$ cat src/rtl/bridge_pkg.sv
// Shared encodings for the CPU-to-timer-device bridge: FSM states, register
// offsets, default device bases and hwint bit positions.
package bridge_pkg;

    typedef enum logic [1:0] {
        ST_IDLE = 2'd0,
        ST_ACC  = 2'd1,
        ST_RESP = 2'd2
    } state_t;

    localparam logic [31:0] OFF_CTRL   = 32'd0;
    localparam logic [31:0] OFF_PRESET = 32'd4;
    localparam logic [31:0] OFF_COUNT  = 32'd8;

    localparam logic [31:0] DEF_DEV0_BASE = 32'h0000_7F00;
    localparam logic [31:0] DEF_DEV1_BASE = 32'h0000_7F10;
    localparam logic [31:0] DEF_DEV_SPAN  = 32'd12;

    // Positions inside hwint[5:0], which carries CP0 interrupt lines [7:2].
    localparam int HWINT_DEV0 = 0;
    localparam int HWINT_DEV1 = 1;
    localparam int HWINT_EXT  = 2;

endpackage

$ cat src/rtl/bridge_decode.sv
// Combinational address decode for the bridge. With BRIDGE_RO_ERR_EN defined,
// stores to the read-only COUNT register are reported as faults.
module bridge_decode
    import bridge_pkg::*;
#(
    parameter logic [31:0] DEV0_BASE = DEF_DEV0_BASE,
    parameter logic [31:0] DEV1_BASE = DEF_DEV1_BASE,
    parameter logic [31:0] DEV_SPAN  = DEF_DEV_SPAN
) (
    input  logic [31:0] addr,
    input  logic        we,
    output logic        sel0,
    output logic        sel1,
    output logic        err
);

`ifdef BRIDGE_RO_ERR_EN
    localparam bit RO_ERR = 1'b1;
`else
    localparam bit RO_ERR = 1'b0;
`endif

    logic        hit0;
    logic        hit1;
    logic        misaligned;
    logic        ro_err;
    logic [31:0] off;

    always_comb begin
        hit0       = (addr >= DEV0_BASE) && (addr < DEV0_BASE + DEV_SPAN);
        hit1       = (addr >= DEV1_BASE) && (addr < DEV1_BASE + DEV_SPAN);
        misaligned = (addr[1:0] != 2'b00);
        off        = hit0 ? (addr - DEV0_BASE) : (addr - DEV1_BASE);
        ro_err     = RO_ERR && we && (hit0 || hit1) && (off == OFF_COUNT);
        err        = misaligned || !(hit0 || hit1) || ro_err;
        // A faulting access selects nothing, so no strobe can leak out.
        sel0       = hit0 && !err;
        sel1       = hit1 && !err;
    end

endmodule

$ cat src/rtl/sys_bridge.sv
// CPU load/store initiator for two timer/counter devices with fixed 3-cycle
// turnaround, plus registered hwint vector. Optional macro: BRIDGE_RO_ERR_EN.
module sys_bridge
    import bridge_pkg::*;
#(
    parameter logic [31:0] DEV0_BASE = DEF_DEV0_BASE,
    parameter logic [31:0] DEV1_BASE = DEF_DEV1_BASE,
    parameter logic [31:0] DEV_SPAN  = DEF_DEV_SPAN
) (
    input  logic        clk,
    input  logic        reset,
    input  logic        cpu_req,
    input  logic        cpu_we,
    input  logic [31:0] cpu_addr,
    input  logic [31:0] cpu_wdata,
    output logic        cpu_ready,
    output logic [31:0] cpu_rdata,
    output logic        cpu_err,
    output logic [29:0] dev0_addr,
    output logic        dev0_we,
    output logic [31:0] dev0_din,
    input  logic [31:0] dev0_dout,
    input  logic        dev0_irq,
    output logic [29:0] dev1_addr,
    output logic        dev1_we,
    output logic [31:0] dev1_din,
    input  logic [31:0] dev1_dout,
    input  logic        dev1_irq,
    input  logic        ext_irq,
    output logic [5:0]  hwint
);

    state_t      state;
    state_t      state_next;
    logic        dec_sel0;
    logic        dec_sel1;
    logic        dec_err;
    logic        accept;
    logic        sel0_q;
    logic        sel1_q;
    logic        err_q;
    logic        we_q;
    logic [29:0] addr_q;
    logic [31:0] wdata_q;
    logic [31:0] rdata_q;
    logic [5:0]  hwint_q;

    bridge_decode #(
        .DEV0_BASE (DEV0_BASE),
        .DEV1_BASE (DEV1_BASE),
        .DEV_SPAN  (DEV_SPAN)
    ) u_decode (
        .addr (cpu_addr),
        .we   (cpu_we),
        .sel0 (dec_sel0),
        .sel1 (dec_sel1),
        .err  (dec_err)
    );

    assign accept = (state == ST_IDLE) && cpu_req;

    always_ff @(posedge clk or posedge reset) begin
        if (reset) begin
            state   <= ST_IDLE;
            sel0_q  <= 1'b0;
            sel1_q  <= 1'b0;
            err_q   <= 1'b0;
            we_q    <= 1'b0;
            rdata_q <= '0;
            hwint_q <= '0;
        end else begin
            state <= state_next;
            if (accept) begin
                sel0_q <= dec_sel0;
                sel1_q <= dec_sel1;
                err_q  <= dec_err;
                we_q   <= cpu_we;
            end
            if (state == ST_ACC) begin
                if (sel0_q && !we_q)
                    rdata_q <= dev0_dout;
                else if (sel1_q && !we_q)
                    rdata_q <= dev1_dout;
                else
                    rdata_q <= '0;
            end
            hwint_q                <= '0;
            hwint_q[HWINT_DEV0]    <= dev0_irq;
            hwint_q[HWINT_DEV1]    <= dev1_irq;
            hwint_q[HWINT_EXT]     <= ext_irq;
        end
    end

    // Payload only matters while qualified by state, so it needs no reset.
    always_ff @(posedge clk) begin
        if (accept) begin
            addr_q  <= cpu_addr[31:2];
            wdata_q <= cpu_wdata;
        end
    end

    always_comb begin
        state_next = state;
        case (state)
            ST_IDLE: if (cpu_req) state_next = ST_ACC;
            ST_ACC:  state_next = ST_RESP;
            ST_RESP: state_next = ST_IDLE;
            default: state_next = ST_IDLE;
        endcase
    end

    always_comb begin
        dev0_addr = '0;
        dev0_we   = 1'b0;
        dev0_din  = '0;
        dev1_addr = '0;
        dev1_we   = 1'b0;
        dev1_din  = '0;
        if (state == ST_ACC) begin
            if (sel0_q) begin
                dev0_addr = addr_q;
                dev0_we   = we_q;
                dev0_din  = wdata_q;
            end
            if (sel1_q) begin
                dev1_addr = addr_q;
                dev1_we   = we_q;
                dev1_din  = wdata_q;
            end
        end
    end

    assign cpu_ready = (state == ST_RESP);
    assign cpu_err   = (state == ST_RESP) && err_q;
    assign cpu_rdata = rdata_q;
    assign hwint     = hwint_q;

endmodule

$ cat config.mk
export PLATFORM = sky130hd
export DESIGN_NAME = sys_bridge
export DESIGN_NICKNAME = d
export VERILOG_FILES = /design/src/rtl/bridge_pkg.sv /design/src/rtl/bridge_decode.sv /design/src/rtl/sys_bridge.sv
export SDC_FILE = /design/constraint.sdc
export NUM_CORES = 1
export LEC_CHECK = 0
export ABC_CLOCK_PERIOD_IN_PS = 5500
export CAP_MARGIN = 20
export CORE_ASPECT_RATIO = 0.7
export CORE_MARGIN = 5
export CORE_UTILIZATION = 39
export DETAILED_ROUTE_END_ITERATION = 12
export PLACE_DENSITY = 0.91
export SLEW_MARGIN = 25
export SYNTH_ARGS = -nofsm -noshare
export SYNTH_HDL_FRONTEND = slang
export SYNTH_SLANG_ARGS = --single-unit
$ cat constraint.sdc
create_clock -name clk -period 5.5 [get_ports clk]
set_input_delay 1.65 -clock clk [delete_from_list [all_inputs] [get_ports clk]]
set_output_delay 1.65 -clock clk [all_outputs]
set_load 0.05 [all_outputs]
==> results of run 1 <==
-- report_power, final --
group / leakage [nW] / switching, mW / internal, mW
registers: 1.08 / 0.0662 / 0.954
logic: 2.09 / 0.470 / 0.266
clock network: 0.144 / 0.292 / 0.358
-- how the worst max path moves through the flow --
stage | start | endpoint | slack [ps] | cells after the start
finish | state[1] | dev0_din[10] | 900 | 4
global route | state[1] | dev0_din[1] | 750 | 4
CTS | state[1] | dev0_din[1] | 910 | 4
detailed placement | state[1] | dev0_din[1] | 1290 | 4
global placement | state[1] | dev0_din[10] | 1350 | 4
floorplan | cpu_req | addr_q[0] | 1740 | 3
-- metal layers --
metal,GRT usage,vias up,share of wire
met3,0.0711,24,0.091
met5,0,-,0
met2,0.380,217,0.52
met1,0.251,2048,0.37
met4,0.0640,0,0.019
li1,-,2021,-
-- sequential cells by signal, summed over array words and instances (netlist names) --
name       count
addr_q        30
cpu_rdata     32
err_q          1
hwint          3
sel0_q         1
sel1_q         1
state          2
wdata_q       32
we_q           1
-- worst min-delay path, cell delays in order, from the launching register on --
cell     delay, ps
dfrtp_1        340
nor2_1          50
a21oi_1        100
-- cell type report --
cell class / count / area (sq um) / area share
repair buffers: 305 / 3050 / 0.382
flip-flops and latches: 103 / 2890 / 0.362
multi-input cells: 251 / 1520 / 0.191
clock buffers: 9 / 225 / 0.0282
well taps: 157 / 196 / 0.0246
clock inverters: 7 / 82.6 / 0.0103
inverters: 3 / 11.3 / 0.00141
diodes: 1 / 2.50 / 0.000314
-- logic make-up (layout without fill, tap and decap cells) --
logic type,after synthesis,count (layout)
AND/OR/NAND/NOR,180,180
AO/OA/AOI/OAI,68,68
other,1,4
flip-flops,103,103
buffers and inverters,49,324
-- cells in the mapped netlist (all sizes together) --
cell    count
a211oi      1
a21oi      32
a22oi      32
and2        1
and2b       1
and3      126
and4        1
buf        16
clkbuf     30
clkinv      1
conb        1
dfrtp      41
edfxtp     62
inv         2
nand2       6
nand4       2
nor2       32
nor2b       2
nor3b       2
nor4        3
nor4b       2
o31a        1
o31ai       1
o41ai       1
or2b        1
or3b        1
-- metrics by stage --
stage	total power, mW	hold WS (ps)	instances
floorplan	1.45	510	403
detailed placement	1.78	517	819
global placement	1.75	510	818
global route	2.51	556	836
CTS	2.43	532	835
finish	2.41	524	836
==> results.sh, run 1 <==
export IMPL_synth_top_area_frac=0.404
export IMPL_ant_nets=0
export IMPL_fin_util=0.685
export IMPL_worst_skew_pair_late_latency_ps=340
export IMPL_ys_types=29
export IMPL_first_pass_iters=6
export IMPL_io_pin_count=301
export IMPL_path_delay_family="buffers and inverters"
export IMPL_dieArea_sq_um=14100
export IMPL_period_minus_slack_ps=4600
export IMPL_path_clk_slew_ps=70
export IMPL_irDropWorstVdd_uv=241
export IMPL_ys_ff_latch=103
export IMPL_tightest_slew_ps=852
export IMPL_final_cell_mix="297 x clkdlybuf4s50_1, 126 x and3_1, 62 x edfxtp_1"
export IMPL_synthCells=401
export IMPL_die_y_um=101
export IMPL_critPathMaxStageDelay_ps=810
export IMPL_clockBufferDepth=2
export IMPL_dp_slack_ps=1290
export IMPL_drcViolationCount=0
export IMPL_power_leakage_nw=3.31
export IMPL_postCtsSetupBuffers=0
export IMPL_rows=33
export IMPL_min_to="cpu_rdata[9]"
export IMPL_startpoint_type="flip-flop"
export IMPL_synthAdderAreaFrac=0
export IMPL_port_buffers=297
export IMPL_reg2reg_to="wdata_q[4]"
export IMPL_cts_tree="yes"
export IMPL_core_area_sq_um=11600
export IMPL_synth_top_family_by_area="simple AND/OR/NAND/NOR gates"
export IMPL_drv_slew=0
export IMPL_dpl_hpwl_um=12400
export IMPL_nets=808
export IMPL_grt_max_degree=96
export IMPL_end_kind="output pin"
export IMPL_worstPathCellList="and2b_4, buf_12, and3_1, clkdlybuf4s50_1"
export IMPL_slew_headroom=0.432
export IMPL_routed_via_density=5.16
export IMPL_critical_path_slowest_cell="clkdlybuf4s50_1"
export IMPL_p_per_area_nw_per_um2=302
export IMPL_hold_path_cell_count=2
export IMPL_cts_sinks=103
export IMPL_setup_violations=0
export IMPL_hp_start="cpu_rdata[9]"
export IMPL_crit_fanout=95
export IMPL_finalInstanceArea_sq_um=7980
export IMPL_yosysTopAreaCell="edfxtp_1"
export IMPL_r2r_setup_slack_ps=3360
export IMPL_grtUsageTotal=0.215
export IMPL_hold_buffers=0
export IMPL_cts_buffers=9
export IMPL_netlist_area_sq_um=4610
export IMPL_avgSynthCellArea_sq_um=11.5
export IMPL_synthMuxAreaShare=0
export IMPL_drt_iter0_drc=214
export IMPL_drive_gt1_frac=0.0457
export IMPL_timing_rr_start="state[0]"
export IMPL_setup_ws_ps=902
export IMPL_cts_root_buf="clkbuf_16"
export IMPL_grt_ovfl_total=0
export IMPL_post_cts_resized=0
export IMPL_rr_worst_depth=3
export IMPL_cp_data_required_time_ps=3850
export IMPL_crit_type="reg -> out"
export IMPL_synthTopCellsByArea="edfxtp_1 40%, dfrtp_1 22%, and3_1 17%"
export IMPL_drv_cap=0
export IMPL_wl_per_cell_um=19.2
export IMPL_die_w_um=140
export IMPL_fin_crit_sh=0.836
export IMPL_crit_buf_inv=2
export IMPL_vias=4310
export IMPL_htreeDepth=3
export IMPL_clock_skew_ps=7.96
export IMPL_status="completed"
export IMPL_final_common_cell="clkdlybuf4s50_1"
export IMPL_syn_to_final_growth_pct=73.0
export IMPL_rsz0062_at_grt="no"
export IMPL_grt_pass1_wl_um=23600
export IMPL_holdCritPathClass="reg -> reg"
export IMPL_yosysWarnings=0
export IMPL_start_util=0.396
export IMPL_hold_viol=0
export IMPL_wl_um=16100
export IMPL_yosysSeqAreaShare=0.626
export IMPL_synth_compound_area_frac=0.0966
export IMPL_grt_pass1_vias=4236
export IMPL_dpl_cell_area_sq_um=7670
export IMPL_cp_arrival_ps=2950
export IMPL_max_freq_mhz=218
export IMPL_fill_cells=831
export IMPL_gp_congestion=0.927
export IMPL_synth_simple_area_share=0.228
export IMPL_grt_antenna_before_repair=1
export IMPL_fin_tns_setup_ps=0
export IMPL_synthXorXnorAreaFrac=0
Note: power is estimated with default switching activity, not from simulation.
==> run 2: changes to the inputs <==
--- a/config.mk
+++ b/config.mk
@@ -5,13 +5,13 @@
 export SDC_FILE = /design/constraint.sdc
 export NUM_CORES = 1
 export LEC_CHECK = 0
-export ABC_CLOCK_PERIOD_IN_PS = 5500
+export ABC_CLOCK_PERIOD_IN_PS = 3800
 export CAP_MARGIN = 20
 export CORE_ASPECT_RATIO = 0.7
 export CORE_MARGIN = 5
-export CORE_UTILIZATION = 39
+export CORE_UTILIZATION = 33
 export DETAILED_ROUTE_END_ITERATION = 12
-export PLACE_DENSITY = 0.91
+export PLACE_DENSITY = 0.82
 export SLEW_MARGIN = 25
 export SYNTH_ARGS = -nofsm -noshare
 export SYNTH_HDL_FRONTEND = slang
==> constraint.sdc (replaced) <==
create_clock -name clk -period 3.8 [get_ports clk]
set_input_delay 1.14 -clock clk [delete_from_list [all_inputs] [get_ports clk]]
set_output_delay 1.14 -clock clk [all_outputs]
set_load 0.05 [all_outputs]
==> run 2 against run 1 <==
Against the previous run:
- routed wire length down 2.3%
- via count down 0.84%
- first-iteration DRC count up 14%
==> results.sh, run 2 (synthesized netlist as in run 1, its figures left out) <==
export IMPL_die_w_um=151
export IMPL_hold_buffers=0
export IMPL_power_leakage_nw=3.58
export IMPL_port_buffers=297
export IMPL_grt_antenna_before_repair=0
export IMPL_max_freq_mhz=312
export IMPL_tightest_slew_ps=817
export IMPL_cts_tree="yes"
export IMPL_dpl_cell_area_sq_um=7420
export IMPL_grt_pass1_wl_um=22800
export IMPL_gp_congestion=0.874
export IMPL_nets=808
export IMPL_irDropWorstVdd_uv=247
export IMPL_grt_ovfl_total=0
export IMPL_crit_fanout=91
export IMPL_clock_skew_ps=6.54
export IMPL_syn_to_final_growth_pct=67.4
export IMPL_ant_nets=0
export IMPL_drv_slew=0
export IMPL_final_common_cell="clkdlybuf4s50_1"
export IMPL_p_per_area_nw_per_um2=447
export IMPL_top_usage_layer="met2"
export IMPL_grtUsageTotal=0.179
export IMPL_fin_tns_setup_ps=0
export IMPL_fill_cells=1188
export IMPL_clockBufferDepth=2
export IMPL_worst_skew_pair_late_latency_ps=340
export IMPL_drcViolationCount=0
export IMPL_setup_violations=0
export IMPL_period_minus_slack_ps=3200
export IMPL_drv_cap=0
export IMPL_routed_via_density=4.92
export IMPL_dpl_cell_count=852
export IMPL_status="completed"
export IMPL_fin_cells=869
export IMPL_grt_pass1_vias=4236
export IMPL_drive_gt1_frac=0.230
export IMPL_rows=36
export IMPL_slew_headroom=0.454
export IMPL_hold_viol=0
export IMPL_drt_iter0_drc=244
export IMPL_post_cts_resized=0
export IMPL_holdCritPathClass="reg -> reg"
export IMPL_rsz0062_at_grt="no"
export IMPL_grt_max_degree=92
export IMPL_core_area_sq_um=13800
export IMPL_final_cell_mix="171 x clkdlybuf4s50_1, 130 x buf_4, 126 x and3_1"
export IMPL_wl_per_cell_um=18.1
export IMPL_wl_um=15700
export IMPL_rr_worst_depth=3
export IMPL_hold_path_cell_count=2
export IMPL_postCtsSetupBuffers=0
export IMPL_grt_util_met1=0.215
export IMPL_fin_crit_sh=0.842
export IMPL_startpoint_type="flip-flop"
export IMPL_cts_root_buf="clkbuf_16"
export IMPL_cts_buffers=9
export IMPL_cp_data_required_time_ps=2660
export IMPL_end_kind="output pin"
export IMPL_fin_total_pwr_mw=3.45
export IMPL_cp_arrival_ps=2060
export IMPL_die_y_um=109
export IMPL_fin_util=0.558
export IMPL_met2_usage=0.308
export IMPL_vias=4274
export IMPL_dpl_hpwl_um=12400
export IMPL_path_clk_slew_ps=70
export IMPL_cts_sinks=103
export IMPL_use_met3=0.0544
export IMPL_crit_type="reg -> out"
export IMPL_htreeDepth=3
export IMPL_start_util=0.334
export IMPL_first_pass_iters=4
export IMPL_finalInstanceArea_sq_um=7720
export IMPL_io_pin_count=301
export IMPL_dieArea_sq_um=16500
run 2: cell types whose count changed in the layout (fill, tap and decap cells not counted):
cell             previous run  this run
clkinv_2                    0         2
clkinvlp_4                  2         1
inv_6                       0         1
clkinv_4                    3         2
clkdlybuf4s50_1           297       171
clkinv_1                    1         2
buf_4                       6       130
buf_12                      1         3
inv_1                       1         0
dfrtp_2                     1         0
inv_8                       1         0
dfrtp_1                    40        41
run 2: per-stage QoR:
step                setup WS [ps]  hold slack, ps
floorplan                     549             510
finish                        599             526
global route                  443             553
CTS                           571             531
global placement              946             513
detailed placement            938             516
run 2: critical path, stage by stage, from the launching register on:
cell and delay, ps:
dfrtp_1 390, and2b_4 540, buf_12 310, and3_1 210, buf_4 200
run 2: cell type report:
class	instances	area, sq um	share of cell area
Sequential cell	103	2890	0.374
Tap cell	190	238	0.0308
Antenna cell	1	2.50	0.000324
Timing Repair Buffer	305	2760	0.357
Inverter	3	12.5	0.00162
Clock buffer	9	225	0.0292
Clock inverter	7	72.6	0.00940
Multi-Input combinational cell	251	1520	0.197
run 2: routing by layer:
layer	vias to the layer above	wire [um]	part of all wire
li1	2025	-	-
met1	2029	6040	0.38
met2	189	7870	0.50
met3	31	1380	0.088
met4	0	426	0.027
met5	-	0	0
run 2: final timing paths:
| kind | start | endpoint | slack [ps] |
|---|---|---|---|
| setup / recovery | state[1] | dev0_addr[18] | 600 |
| hold / removal | cpu_rdata[0] | cpu_rdata[0] | 530 |
| setup reg to reg | sel0_q | cpu_rdata[4] | 1780 |
| hold reg to reg | cpu_rdata[0] | cpu_rdata[0] | 530 |
| max in group asynchronous | reset | cpu_rdata[7] | 2110 |
| min in group asynchronous | reset | hwint[0] | 1160 |
run 2: power breakdown:
part	switching [mW]	leakage [nW]	total [mW]	internal, mW
combinational	0.679	2.36	1.07	0.389
clock	0.392	0.143	0.904	0.512
sequential	0.0986	1.08	1.48	1.38
==> run 3: changes to the inputs <==
--- a/config.mk
+++ b/config.mk
@@ -5,13 +5,13 @@
 export SDC_FILE = /design/constraint.sdc
 export NUM_CORES = 1
 export LEC_CHECK = 0
-export ABC_CLOCK_PERIOD_IN_PS = 3800
+export ABC_CLOCK_PERIOD_IN_PS = 3100
 export CAP_MARGIN = 20
 export CORE_ASPECT_RATIO = 0.7
 export CORE_MARGIN = 5
-export CORE_UTILIZATION = 33
+export CORE_UTILIZATION = 36
 export DETAILED_ROUTE_END_ITERATION = 12
-export PLACE_DENSITY = 0.82
+export PLACE_DENSITY = 0.85
 export SLEW_MARGIN = 25
 export SYNTH_ARGS = -nofsm -noshare
 export SYNTH_HDL_FRONTEND = slang
==> constraint.sdc (replaced) <==
create_clock -name clk -period 3.1 [get_ports clk]
set_input_delay 0.93 -clock clk [delete_from_list [all_inputs] [get_ports clk]]
set_output_delay 0.93 -clock clk [all_outputs]
set_load 0.05 [all_outputs]
==> run 3 against run 2 <==
Against the previous run:
- clock power increased by 26%
- die area down 7.7%
- global-route usage increased by 4.8 points
- combinational power rose by 24%
- non-clock buffer count rose by 3
- clock skew increased by 3.6 ps
- via count increased by 4.2%
- largest cell class is now non-clock buffers
- cell count shrank 3.0%
- routed wire length grew 14%
==> results.sh, run 3 (synthesized netlist as in run 1, its figures left out) <==
export IMPL_routed_via_density=5.28
export IMPL_swShare=0.349
export IMPL_wl_per_cell_um=21.2
export IMPL_fin_total_pwr_mw=4.28
export IMPL_cp_arrival_ps=1950
export IMPL_die_y_um=105
export IMPL_hold_buffers=0
export IMPL_final_cell_mix="171 x clkdlybuf4s50_1, 131 x buf_12, 126 x and3_1"
export IMPL_worstPathCellList="and2b_4, buf_12, and3_1, buf_12"
export IMPL_fin_crit_sh=0.930
export IMPL_dpl_hpwl_um=14200
export IMPL_io_pin_count=301
export IMPL_core_area_sq_um=12500
export IMPL_multi_input_area_sq_um=1520
export IMPL_vias=4452
export IMPL_grt_max_degree=70
export IMPL_ant_nets=0
export IMPL_post_cts_resized=0
export IMPL_path_clk_slew_ps=80
export IMPL_gp_congestion=0.911
export IMPL_crit_fanout=69
export IMPL_fin_tns_setup_ps=0
export IMPL_irDropWorstVdd_uv=444
export IMPL_grt_ovfl_total=0
export IMPL_grt_antenna_before_repair=0
export IMPL_clockBufferDepth=2
export IMPL_grt_pass1_wl_um=27300
export IMPL_port_buffers=297
export IMPL_intPower_mw=2.79
export IMPL_grtUsageTotal=0.227
export IMPL_r2r_setup_slack_ps=1330
export IMPL_worst_skew_pair_late_latency_ps=340
export IMPL_cp_data_required_time_ps=2170
export IMPL_grt_pass1_vias=4644
export IMPL_dieArea_sq_um=15200
export IMPL_first_pass_iters=5
export IMPL_fill_cells=760
export IMPL_drive_gt1_frac=0.233
export IMPL_combPwrFrac=0.311
export IMPL_cts_tree="yes"
export IMPL_crit_type="reg -> out"
export IMPL_crit_top_cell="buf_12"
export IMPL_setup_ws_ps=216
export IMPL_tightest_slew_ps=606
export IMPL_power_frac_clock=0.267
export IMPL_min_to="cpu_rdata[26]"
export IMPL_die_w_um=145
export IMPL_cts_buffers=9
export IMPL_p_seq_frac=0.422
export IMPL_hold_viol=0
export IMPL_postCtsSetupBuffers=0
export IMPL_p_per_area_nw_per_um2=460
export IMPL_drv_cap=0
export IMPL_rr_worst_depth=4
export IMPL_status="completed"
export IMPL_whs_ps=530
export IMPL_critical_path_slowest_cell="and2b_4"
export IMPL_rsz0062_at_grt="no"
export IMPL_fin_util=0.744
export IMPL_power_leakage_nw=3.94
export IMPL_syn_to_final_growth_pct=102
export IMPL_cts_sinks=103
export IMPL_dp_slack_ps=413
export IMPL_startpoint_type="flip-flop"
export IMPL_rows=34
export IMPL_wl_um=17900
export IMPL_num_antenna_cells=0
export IMPL_period_minus_slack_ps=2880
export IMPL_seqCellArea_sq_um=2890
export IMPL_setup_violations=0
export IMPL_start_util=0.369
export IMPL_critPathMaxStageDelay_ps=510
export IMPL_hold_path_cell_count=2
export IMPL_path_delay_family="simple AND/OR/NAND/NOR gates"
export IMPL_drcViolationCount=0
export IMPL_slew_headroom=0.596
export IMPL_final_common_cell="clkdlybuf4s50_1"
export IMPL_timing_rr_start="sel0_q"
export IMPL_drt_iter0_drc=387
export IMPL_holdCritPathClass="reg -> reg"
export IMPL_reg2reg_to="cpu_rdata[13]"
export IMPL_switching_power_mw=1.49
export IMPL_max_freq_mhz=347
export IMPL_htreeDepth=3
export IMPL_cts_root_buf="clkbuf_16"
export IMPL_nets=811
export IMPL_clock_skew_ps=10.1
export IMPL_end_kind="output pin"
export IMPL_hp_start="cpu_rdata[26]"
export IMPL_drv_slew=0
export IMPL_crit_buf_inv=2
==> run 3: final cells by class <==
class,instances,area share
repair buffers,308,0.471
multi-input cells,251,0.163
well taps,162,0.0218
clock inverters,6,0.00592
clock buffers,10,0.0269
inverters,3,0.00121
flip-flops and latches,103,0.310
==> run 3: how the worst max path moves through the flow <==
stage	endpoint	cells past startpoint	from	slack, ps
2_1_floorplan	addr_q[0]	3	cpu_req	60
3_3_place_gp	err_q	5	cpu_addr[30]	400
3_5_place_dp	err_q	5	cpu_addr[30]	410
4_1_cts	dev1_din[23]	4	state[1]	210
5_1_grt	dev0_din[28]	4	state[1]	80
6_report	dev1_din[31]	4	state[1]	220
==> run 3: per-layer routing <==
metal / vias up / GRT usage / wire, um
met2: 227 / 0.407 / 9410
met5: - / 0 / 0
met4: 0 / 0.0739 / 560
li1: 2026 / - / -
met3: 33 / 0.0801 / 1560
met1: 2166 / 0.253 / 6350
==> run 3: through the flow <==
| stage | cells | area [sq um] |
|---|---|---|
| 2_1_floorplan | 403 | 4620 |
| 3_3_place_gp | 827 | 9000 |
| 3_5_place_dp | 827 | 9000 |
| 4_1_cts | 843 | 9310 |
| 5_1_grt | 843 | 9310 |
| 6_report | 843 | 9310 |
==> run 3: power groups by stage <==
stage	Clock [mW]	Combinational [mW]	Sequential, mW
finish	1.14	1.33	1.81
global route	1.23	1.40	1.83
CTS	1.17	1.34	1.81
detailed placement	0	1.34	1.84
global placement	0	1.31	1.82
floorplan	0	0.264	2.31
==> run 3: tightest hold or removal path, stage by stage (launching register included) <==
cell     delay [ps]
dfrtp_1         340
nor2_1           50
a21oi_1         100
